==> src/rtl/bios_load_ctrl_if.sv <==
// Signal bundle between the hps_io download port, the system CPU and the shared
// BIOS/program RAM. The controller takes the slave view; the surrounding system takes the master view.
interface bios_load_ctrl_if #(
  parameter int ADDR_W = 14,
  parameter int DATA_W = 8
);
  // ioctl download side
  logic              dn_download;
  logic [7:0]        dn_index;
  logic              dn_wr;
  logic [ADDR_W-1:0] dn_addr;
  logic [DATA_W-1:0] dn_data;

  // CPU side
  logic [ADDR_W-1:0] cpu_addr;
  logic [DATA_W-1:0] cpu_din;
  logic              cpu_rd;
  logic              cpu_wr;
  logic [DATA_W-1:0] cpu_dout;
  logic              cpu_dout_valid;
  logic              cpu_reset;

  // RAM side
  logic [ADDR_W-1:0] ram_addr;
  logic [DATA_W-1:0] ram_din;
  logic              ram_we;
  logic [DATA_W-1:0] ram_dout;

  logic              busy;

  modport slave (
    input  dn_download, dn_index, dn_wr, dn_addr, dn_data,
    input  cpu_addr, cpu_din, cpu_rd, cpu_wr, ram_dout,
    output cpu_dout, cpu_dout_valid, cpu_reset,
    output ram_addr, ram_din, ram_we, busy
  );

  modport master (
    output dn_download, dn_index, dn_wr, dn_addr, dn_data,
    output cpu_addr, cpu_din, cpu_rd, cpu_wr, ram_dout,
    input  cpu_dout, cpu_dout_valid, cpu_reset,
    input  ram_addr, ram_din, ram_we, busy
  );
endinterface

==> src/rtl/bios_load_ctrl.sv <==
// Arbitrates the shared BIOS/program RAM: ioctl download, zero-fill of the unused
// tail, a reset-hold settle period, then pass-through of CPU read/write cycles.
module bios_load_ctrl #(
  parameter int ADDR_W      = 14,
  parameter int DATA_W      = 8,
  parameter int MAX_INDEX   = 2,
  parameter int HOLD_CYCLES = 16
) (
  input  logic             clk_sys_i,
  input  logic             reset_i,
  bios_load_ctrl_if.slave  ctrl_if
);

  localparam int CNT_W = (HOLD_CYCLES > 1) ? $clog2(HOLD_CYCLES) + 1 : 1;

  typedef enum logic [1:0] {
    S_HOLD,
    S_LOAD,
    S_FILL,
    S_RUN
  } state_t;

  state_t            state_q, state_d;
  logic [CNT_W-1:0]  cnt_q, cnt_d;
  logic [ADDR_W-1:0] hwm_q, hwm_d;
  logic              written_q, written_d;
  logic [ADDR_W-1:0] fill_ptr_q, fill_ptr_d;
  logic              dl_q;
  logic [ADDR_W-1:0] ram_addr_q, ram_addr_d;
  logic [DATA_W-1:0] ram_din_q, ram_din_d;
  logic              ram_we_q, ram_we_d;
  logic              cpu_reset_q, cpu_reset_d;
  logic              rd_pend_q, rd_pend_d;
  logic              dout_valid_q;

  logic dl;
  logic dl_rise;

  assign dl      = ctrl_if.dn_download && (ctrl_if.dn_index < 8'(MAX_INDEX));
  assign dl_rise = dl && !dl_q;

  always_ff @(posedge clk_sys_i or posedge reset_i) begin
    if (reset_i) begin
      state_q      <= S_HOLD;
      cnt_q        <= '0;
      hwm_q        <= '0;
      written_q    <= 1'b0;
      fill_ptr_q   <= '0;
      dl_q         <= 1'b0;
      ram_addr_q   <= '0;
      ram_din_q    <= '0;
      ram_we_q     <= 1'b0;
      cpu_reset_q  <= 1'b1;
      rd_pend_q    <= 1'b0;
      dout_valid_q <= 1'b0;
    end else begin
      state_q      <= state_d;
      cnt_q        <= cnt_d;
      hwm_q        <= hwm_d;
      written_q    <= written_d;
      fill_ptr_q   <= fill_ptr_d;
      dl_q         <= dl;
      ram_addr_q   <= ram_addr_d;
      ram_din_q    <= ram_din_d;
      ram_we_q     <= ram_we_d;
      cpu_reset_q  <= cpu_reset_d;
      rd_pend_q    <= rd_pend_d;
      dout_valid_q <= rd_pend_q;
    end
  end

  always_comb begin
    state_d     = state_q;
    cnt_d       = cnt_q;
    hwm_d       = hwm_q;
    written_d   = written_q;
    fill_ptr_d  = fill_ptr_q;
    ram_addr_d  = ram_addr_q;
    ram_din_d   = ram_din_q;
    ram_we_d    = 1'b0;
    rd_pend_d   = 1'b0;
    cpu_reset_d = 1'b1;

    case (state_q)
      S_LOAD: begin
        if (dl && ctrl_if.dn_wr) begin
          ram_we_d   = 1'b1;
          ram_addr_d = ctrl_if.dn_addr;
          ram_din_d  = ctrl_if.dn_data;
          hwm_d      = (!written_q || (ctrl_if.dn_addr > hwm_q)) ? ctrl_if.dn_addr : hwm_q;
          written_d  = 1'b1;
        end
        if (!dl) begin
          // A download that already reached the top address leaves nothing to fill.
          if (written_q && (&hwm_q)) begin
            state_d = S_HOLD;
            cnt_d   = '0;
          end else begin
            state_d    = S_FILL;
            fill_ptr_d = written_q ? (hwm_q + 1'b1) : '0;
          end
        end
      end

      S_FILL: begin
        ram_we_d   = 1'b1;
        ram_addr_d = fill_ptr_q;
        ram_din_d  = '0;
        if (&fill_ptr_q) begin
          state_d = S_HOLD;
          cnt_d   = '0;
        end else begin
          fill_ptr_d = fill_ptr_q + 1'b1;
        end
      end

      S_HOLD: begin
        if (cnt_q == CNT_W'(HOLD_CYCLES - 1)) begin
          state_d = S_RUN;
          cnt_d   = '0;
        end else begin
          cnt_d = cnt_q + 1'b1;
        end
      end

      S_RUN: begin
        // A simultaneous read and write performs the write only.
        if (ctrl_if.cpu_wr) begin
          ram_we_d   = 1'b1;
          ram_addr_d = ctrl_if.cpu_addr;
          ram_din_d  = ctrl_if.cpu_din;
        end else if (ctrl_if.cpu_rd) begin
          ram_addr_d = ctrl_if.cpu_addr;
          rd_pend_d  = 1'b1;
        end
      end

      default: begin
        state_d = S_HOLD;
        cnt_d   = '0;
      end
    endcase

    // A new download pre-empts everything; a fill in progress is abandoned, but a
    // CPU access issued in this last RUN cycle still completes.
    if (dl_rise) begin
      state_d   = S_LOAD;
      hwm_d     = '0;
      written_d = 1'b0;
      cnt_d     = '0;
      if (state_q == S_FILL) begin
        ram_we_d = 1'b0;
      end
    end

    cpu_reset_d = (state_d != S_RUN);
  end

  assign ctrl_if.ram_addr       = ram_addr_q;
  assign ctrl_if.ram_din        = ram_din_q;
  assign ctrl_if.ram_we         = ram_we_q;
  assign ctrl_if.cpu_reset      = cpu_reset_q;
  assign ctrl_if.cpu_dout       = ctrl_if.ram_dout;
  assign ctrl_if.cpu_dout_valid = dout_valid_q;
  assign ctrl_if.busy           = (state_q != S_RUN);

endmodule

==> src/flat_wrapper.sv <==
// flat-port wrapper written by rule: the top's interface ports become plain ports
module bios_load_ctrl_flat 
#(
  parameter int ADDR_W      = 14,
  parameter int DATA_W      = 8,
  parameter int MAX_INDEX   = 2,
  parameter int HOLD_CYCLES = 16
)
  (clk_sys_i, reset_i, ctrl_if_dn_download, ctrl_if_dn_index, ctrl_if_dn_wr, ctrl_if_dn_addr, ctrl_if_dn_data, ctrl_if_cpu_addr, ctrl_if_cpu_din, ctrl_if_cpu_rd, ctrl_if_cpu_wr, ctrl_if_ram_dout, ctrl_if_cpu_dout, ctrl_if_cpu_dout_valid, ctrl_if_cpu_reset, ctrl_if_ram_addr, ctrl_if_ram_din, ctrl_if_ram_we, ctrl_if_busy);
  bios_load_ctrl_if #(.ADDR_W(ADDR_W), .DATA_W(DATA_W)) ctrl_if_i ();
  input  logic clk_sys_i;
  input  logic reset_i;
  input wire logic [$bits(ctrl_if_i.dn_download)-1:0] ctrl_if_dn_download;
  input wire logic [$bits(ctrl_if_i.dn_index)-1:0] ctrl_if_dn_index;
  input wire logic [$bits(ctrl_if_i.dn_wr)-1:0] ctrl_if_dn_wr;
  input wire logic [$bits(ctrl_if_i.dn_addr)-1:0] ctrl_if_dn_addr;
  input wire logic [$bits(ctrl_if_i.dn_data)-1:0] ctrl_if_dn_data;
  input wire logic [$bits(ctrl_if_i.cpu_addr)-1:0] ctrl_if_cpu_addr;
  input wire logic [$bits(ctrl_if_i.cpu_din)-1:0] ctrl_if_cpu_din;
  input wire logic [$bits(ctrl_if_i.cpu_rd)-1:0] ctrl_if_cpu_rd;
  input wire logic [$bits(ctrl_if_i.cpu_wr)-1:0] ctrl_if_cpu_wr;
  input wire logic [$bits(ctrl_if_i.ram_dout)-1:0] ctrl_if_ram_dout;
  output wire logic [$bits(ctrl_if_i.cpu_dout)-1:0] ctrl_if_cpu_dout;
  output wire logic [$bits(ctrl_if_i.cpu_dout_valid)-1:0] ctrl_if_cpu_dout_valid;
  output wire logic [$bits(ctrl_if_i.cpu_reset)-1:0] ctrl_if_cpu_reset;
  output wire logic [$bits(ctrl_if_i.ram_addr)-1:0] ctrl_if_ram_addr;
  output wire logic [$bits(ctrl_if_i.ram_din)-1:0] ctrl_if_ram_din;
  output wire logic [$bits(ctrl_if_i.ram_we)-1:0] ctrl_if_ram_we;
  output wire logic [$bits(ctrl_if_i.busy)-1:0] ctrl_if_busy;
  assign ctrl_if_i.dn_download = ctrl_if_dn_download;
  assign ctrl_if_i.dn_index = ctrl_if_dn_index;
  assign ctrl_if_i.dn_wr = ctrl_if_dn_wr;
  assign ctrl_if_i.dn_addr = ctrl_if_dn_addr;
  assign ctrl_if_i.dn_data = ctrl_if_dn_data;
  assign ctrl_if_i.cpu_addr = ctrl_if_cpu_addr;
  assign ctrl_if_i.cpu_din = ctrl_if_cpu_din;
  assign ctrl_if_i.cpu_rd = ctrl_if_cpu_rd;
  assign ctrl_if_i.cpu_wr = ctrl_if_cpu_wr;
  assign ctrl_if_i.ram_dout = ctrl_if_ram_dout;
  assign ctrl_if_cpu_dout = ctrl_if_i.cpu_dout;
  assign ctrl_if_cpu_dout_valid = ctrl_if_i.cpu_dout_valid;
  assign ctrl_if_cpu_reset = ctrl_if_i.cpu_reset;
  assign ctrl_if_ram_addr = ctrl_if_i.ram_addr;
  assign ctrl_if_ram_din = ctrl_if_i.ram_din;
  assign ctrl_if_ram_we = ctrl_if_i.ram_we;
  assign ctrl_if_busy = ctrl_if_i.busy;
  bios_load_ctrl #(.ADDR_W(ADDR_W), .DATA_W(DATA_W), .MAX_INDEX(MAX_INDEX), .HOLD_CYCLES(HOLD_CYCLES)) u_core (.clk_sys_i(clk_sys_i), .reset_i(reset_i), .ctrl_if(ctrl_if_i));
endmodule
==> config.mk <==
export PLATFORM = sky130hd
export DESIGN_NAME = bios_load_ctrl_flat
export DESIGN_NICKNAME = d
export VERILOG_FILES = /design/src/rtl/bios_load_ctrl_if.sv /design/src/rtl/bios_load_ctrl.sv /design/src/flat_wrapper.sv
export SDC_FILE = /design/constraint.sdc
export NUM_CORES = 1
export LEC_CHECK = 0
export CAP_MARGIN = 40
export CORE_MARGIN = 2
export CORE_UTILIZATION = 35
export DETAILED_ROUTE_END_ITERATION = 12
export GPL_TIMING_DRIVEN = 0
export REMOVE_ABC_BUFFERS = 1
export SETUP_SLACK_MARGIN = 0.3
export SYNTH_ARGS = -nofsm -noshare
export SYNTH_HDL_FRONTEND = slang
export SYNTH_SLANG_ARGS = --single-unit
==> constraint.sdc <==
create_clock -name clk_sys_i -period 6.3 [get_ports clk_sys_i]
set_clock_uncertainty 0.2 [all_clocks]
set_input_delay 1.26 -clock clk_sys_i [delete_from_list [all_inputs] [get_ports clk_sys_i]]
set_output_delay 1.26 -clock clk_sys_i [all_outputs]
set_load 0.005 [all_outputs]
* Yosys cells after proc, flatten, opt, wreduce, memory -nomap -nowiden
Cells that the tools add are included.
** Word-level totals
- Flip-flop bits (word level) :: 63
- Bits of input ports :: 66
- Output and inout bits :: 34
- Word-level logic and storage cells :: 93
** Operators by class
- $add $sub $neg :: 3
- Order comparisons :: 2
- Equality and inequality tests :: 15
- Muxes and demuxes :: 39
- Reductions and logical operators :: 22
** Operator list (count)
- 2-to-1 mux 14 bit :: 11
- one-hot mux 14 bit (3 select lines) :: 1
- adder 14 x 1 -> 14 bit, second input constant :: 2
- one-hot mux 14 bit (2 select lines) :: 1
- AND reduction 14 bit :: 2
- 2-to-1 mux 5 bit :: 5
- one-hot mux 8 bit (3 select lines) :: 1
- 2-to-1 mux 8 bit :: 2
- one-hot mux 5 bit (3 select lines) :: 1
- > comparator 14 bit :: 1
- != test 2 bit, second input constant :: 6
- 2-to-1 mux 1 bit :: 10
- 2-to-1 mux 2 bit :: 5
- AND reduction 3 bit :: 3
- < comparator 8 x 2 -> 1 bit, second input constant :: 1
- AND reduction 4 bit :: 2
- nonzero test 2 bit :: 4
- != test 3 x 1 -> 1 bit, second input constant :: 2
- != test 3 bit, second input constant :: 2
- one-hot mux 2 bit (3 select lines) :: 1
- adder 5 x 1 -> 5 bit, second input constant :: 1
- == test 5 x 4 -> 1 bit, second input constant :: 1
- == test 2 bit, second input constant :: 2
- logical AND 1 bit :: 4
- 9 further kinds :: 10

* Longest topological paths before layout
- Depth in word-level cells :: 7
- Mapped depth :: 9
- Mapped depth without buffers :: 8

* Worst setup path before layout
OpenSTA, ideal clock, no wires.
- Kind :: input to register
- From :: input ctrl_if_dn_addr[4]
- To :: register u_core.hwm_q[2]
- Library setup time :: 0.122 ns
- Data arrival time :: 2.873 ns
- Required time :: 5.978 ns
- Path slack :: 3.106 ns
- Stages on the path :: 8
- Buffers on the path :: 1
- Cells stage by stage :: ha_1 > a21oi_1 > a21boi_0 > o31a_1 > a2111oi_2 > o21ai_1 > buf_2 > a32o_1
** Between the ends
- Word-level cells in the longest chain between the ends :: 4
** RTL lines
- start, declared :: RTL line flat_wrapper.sv:16 : input wire logic [$bits(ctrl_if_i.dn_addr)-1:0] ctrl_if_dn_addr;
- > comparator 14 bit :: RTL line bios_load_ctrl.sv:90 : hwm_d = (!written_q || (ctrl_if.dn_addr > hwm_q)) ? ctrl_if.dn_addr : hwm_q;
- logical OR 1 bit :: RTL line bios_load_ctrl.sv:90
- nonzero test 2 bit (no line)
- AND reduction 3 bit (no line)
- end signal, assigned :: RTL line bios_load_ctrl.sv:59 : hwm_q <= hwm_d;
- end, declared :: RTL line bios_load_ctrl.sv:25 : logic [ADDR_W-1:0] hwm_q, hwm_d;
Every way passes these cells.
A chain may end at the register's enable or synchronous reset.

* Worst setup path after layout
- From :: register u_core.state_q[1]
- To :: output ctrl_if_busy
** Between the ends
- Word-level cells in the longest chain between the ends :: 1
** RTL lines
- start, declared :: RTL line bios_load_ctrl.sv:23 : state_t state_q, state_d;
- start signal, assigned :: RTL line bios_load_ctrl.sv:57 : state_q <= state_d;
- != test 2 bit :: RTL line bios_load_ctrl.sv:165 : assign ctrl_if.busy = (state_q != S_RUN);
- end, declared :: RTL line flat_wrapper.sv:29 : output wire logic [$bits(ctrl_if_i.busy)-1:0] ctrl_if_busy;
Every way passes these cells.

==> metrics <==
setup violators final 0; antenna violations before repair 0; Post-CTS Setup Bufs 0; post-CTS sizing 0; die area 0.0120 mm^2; total power 1.80 mW; cell area after layout approximately 0.005 mm^2; setup TNS after final layout 0 ns; total number of vias around 3,500; drt drc 0; pre-CTS setup slack 2.35 ns; reg2reg end u_core.fill_ptr_q[3]; number of nets in the layout 571; Std-Cell Rows 38; I/O Buffers 82; top_reg_cell synth dfrtp_1; Via-to-Cell Ratio between 5 and 6; Pwr Density 352 mW/mm^2; Initial Utilization 0.359; most frequent cells in the layout 82 x clkdlybuf4s50_1, 62 x dfrtp_1, 43 x a21oi_1, 35 x nor2_1, 28 x o21ai_0; largest cells by area after synthesis dfrtp_1 40%, a21oi_1 5.5%, ha_1 5.4%; Synth async-reset ratio 1.00; first-pass GRT wire length 17,300 um; Netlist cell types 51; area delta synth->final 30.5%; largest net degree at the start of global routing 63; Synth Register Bits 63; status finished, final reports clean; vias in the first global route 3,455; Least-Margin Pin Slew about 0.79 ns; DP Area between 0.004 and 0.005 mm^2; Post-Syn Instances 415; DR WL/cell 16.7 um; RSZ-0062 raised after global routing no; ant diodes 0; Worst Setup End Kind primary output; die height between 100 and 150 um; clk root buf clkbuf_8; # hold bufs at CTS 0; Placed Cells 617; crit-path cells and2_1 > inv_1 > clkdlybuf4s50_1; Peak supply drop 0.199 mV; Final Hold Vio Count 0; max frequency 264 MHz; part of the Yosys area used for sequential elements 0.404; Initial DRC Count around 170; Yosys top cell by area dfrtp_1; worst flop-to-flop path startpoint u_core.state_q[1]; post-route insts no fill 633; Fill cells 1,062; Clock transition at path regs about 0.07 ns; core area 0.0109 mm^2; Bufs and invs on worst path 2; Synth top area share 0.397; fraction of layout cells with a size suffix above 1 0.110; FF-to-FF setup slack around 3.4 ns; Slew Limit Fails 0; Hold WS around 0.16 ns; r2r worst-path depth 6; Top delay family on crit path flip-flops; worst-skew pair later-pin latency 0.35 ns; CTS tree built; die span in x around 110 um; CP Class register to primary output; DRT Pass-1 Iters 4; final worst path period share 0.600; CTS sink count 63; critical path's slowest cell dfrtp_1; Max Cap Viol 0; dpl hpwl between 7000 and 8000 um; Placer Congestion approximately 0.84; Routed WL ~11,000 um; worst path required time 4.84 ns; Startpoint Class register; Hold Crit Class register to register; mapped cell area 0.00391 mm^2; number of buffers created by CTS 9; fin worst setup slack 2.52 ns; worst-path fanout max 22; I/O pins 100; commonest non-fill, non-tap cell in the layout clkdlybuf4s50_1; Cells on Worst Hold Path 0; biggest cell delay along the critical path 0.86 ns; Finished Core Util 0.469; Post-synth EDFFs 0; min-delay src u_core.rd_pend_q; warnings from Yosys 0; Post-Syn Area per Cell 9.42 um^2; maximum buffer depth of the clock tree 2; Worst Hold Path EP u_core.ctrl_if.cpu_dout_valid; GRT overflow 0; WP data arrival 2.32 ns; Period minus WS final 3.78 ns; Leak 2.00 nW; gr usage total 0.187; Slew headroom 0.473; DRT antenna net count 0; htree depth 3
[state kept, by name (all words and copies together) (netlist names), 2 cells and up]
register / cells
u_core.ctrl_if.ram_din: 8
u_core.state_q: 2
u_core.ctrl_if.ram_addr: 14
u_core.hwm_q: 14
u_core.fill_ptr_q: 14
u_core.cnt_q: 5
[area by class of cell]
type	instances	area [um^2]	share of cell area
Clock buffer	11	151	0.0297
Tap cell	140	175	0.0343
Timing Repair Buffer	90	948	0.186
Multi-Input combinational cell	301	2080	0.408
Inverter	23	88.8	0.0174
Clock inverter	5	80.1	0.0157
Sequential cell	63	1580	0.309
[report_power, final]
| group | internal [mW] | leakage [nW] | switching (mW) |
|---|---|---|---|
| Combinational | 0.411 | 1.07 | 0.340 |
| Sequential | 0.520 | 0.816 | 0.114 |
| Clock | 0.244 | 0.112 | 0.168 |
| Total | 1.18 | 2.00 | 0.622 |
[layer usage]
| layer | global-route usage | wire, um | up-vias |
|---|---|---|---|
| met3 | 0.0545 | 627 | 13 |
| met1 | 0.237 | 4700 | 1683 |
| li1 | - | - | 1654 |
| met2 | 0.320 | 5150 | 108 |
| met4 | 0.0344 | 102 | 0 |
| met5 | 0 | 0 | - |
[worst max path at each step]
| stage | startpoint | endpoint | cells past startpoint |
|---|---|---|---|
| detailed placement | ctrl_if_dn_addr[4] | u_core.hwm_q[6] | 9 |
| CTS | u_core.state_q[1] | ctrl_if_busy | 3 |
| finish | u_core.state_q[1] | ctrl_if_busy | 3 |
| global placement | reset_i | u_core.ctrl_if.ram_addr[11] | 2 |
| floorplan | ctrl_if_dn_addr[4] | u_core.hwm_q[0] | 7 |
| global route | u_core.state_q[1] | ctrl_if_busy | 3 |
[worst reg2reg max path, cell delays in order (launching register included)]
cell and delay, ns:
dfrtp_1 0.68, buf_16 0.31, nand2b_1 0.51, a31o_4 0.20
a21boi_4 0.58, a21oi_1 0.13, o22a_1 0.23
[cells in the mapped netlist, drive strengths merged (5+ instances only)]
cell,number
nor2b,12
nor4,5
a21oi,43
xnor2,11
o32a,5
buf,16
nand3,18
clkbuf,12
nand4,8
inv,23
nor2,35
nor3,5
dfrtp,62
nand2,24
a31oi,5
mux2,14
o22a,5
ha,17
o21ai,35
and3,5
a32o,14
mux2i,15
[cells by family after synthesis]
family,after synthesis,share of synthesized area
muxes,29,0.0787
DFF,63,0.404
and+or+nand+nor,125,0.174
adders and majority gates,17,0.0544
xor gates and xnor gates,11,0.0246
AOI/OAI and AO/OA,119,0.200
buffers and inverters,51,0.0650
Power figures use the tool's default switching activity.
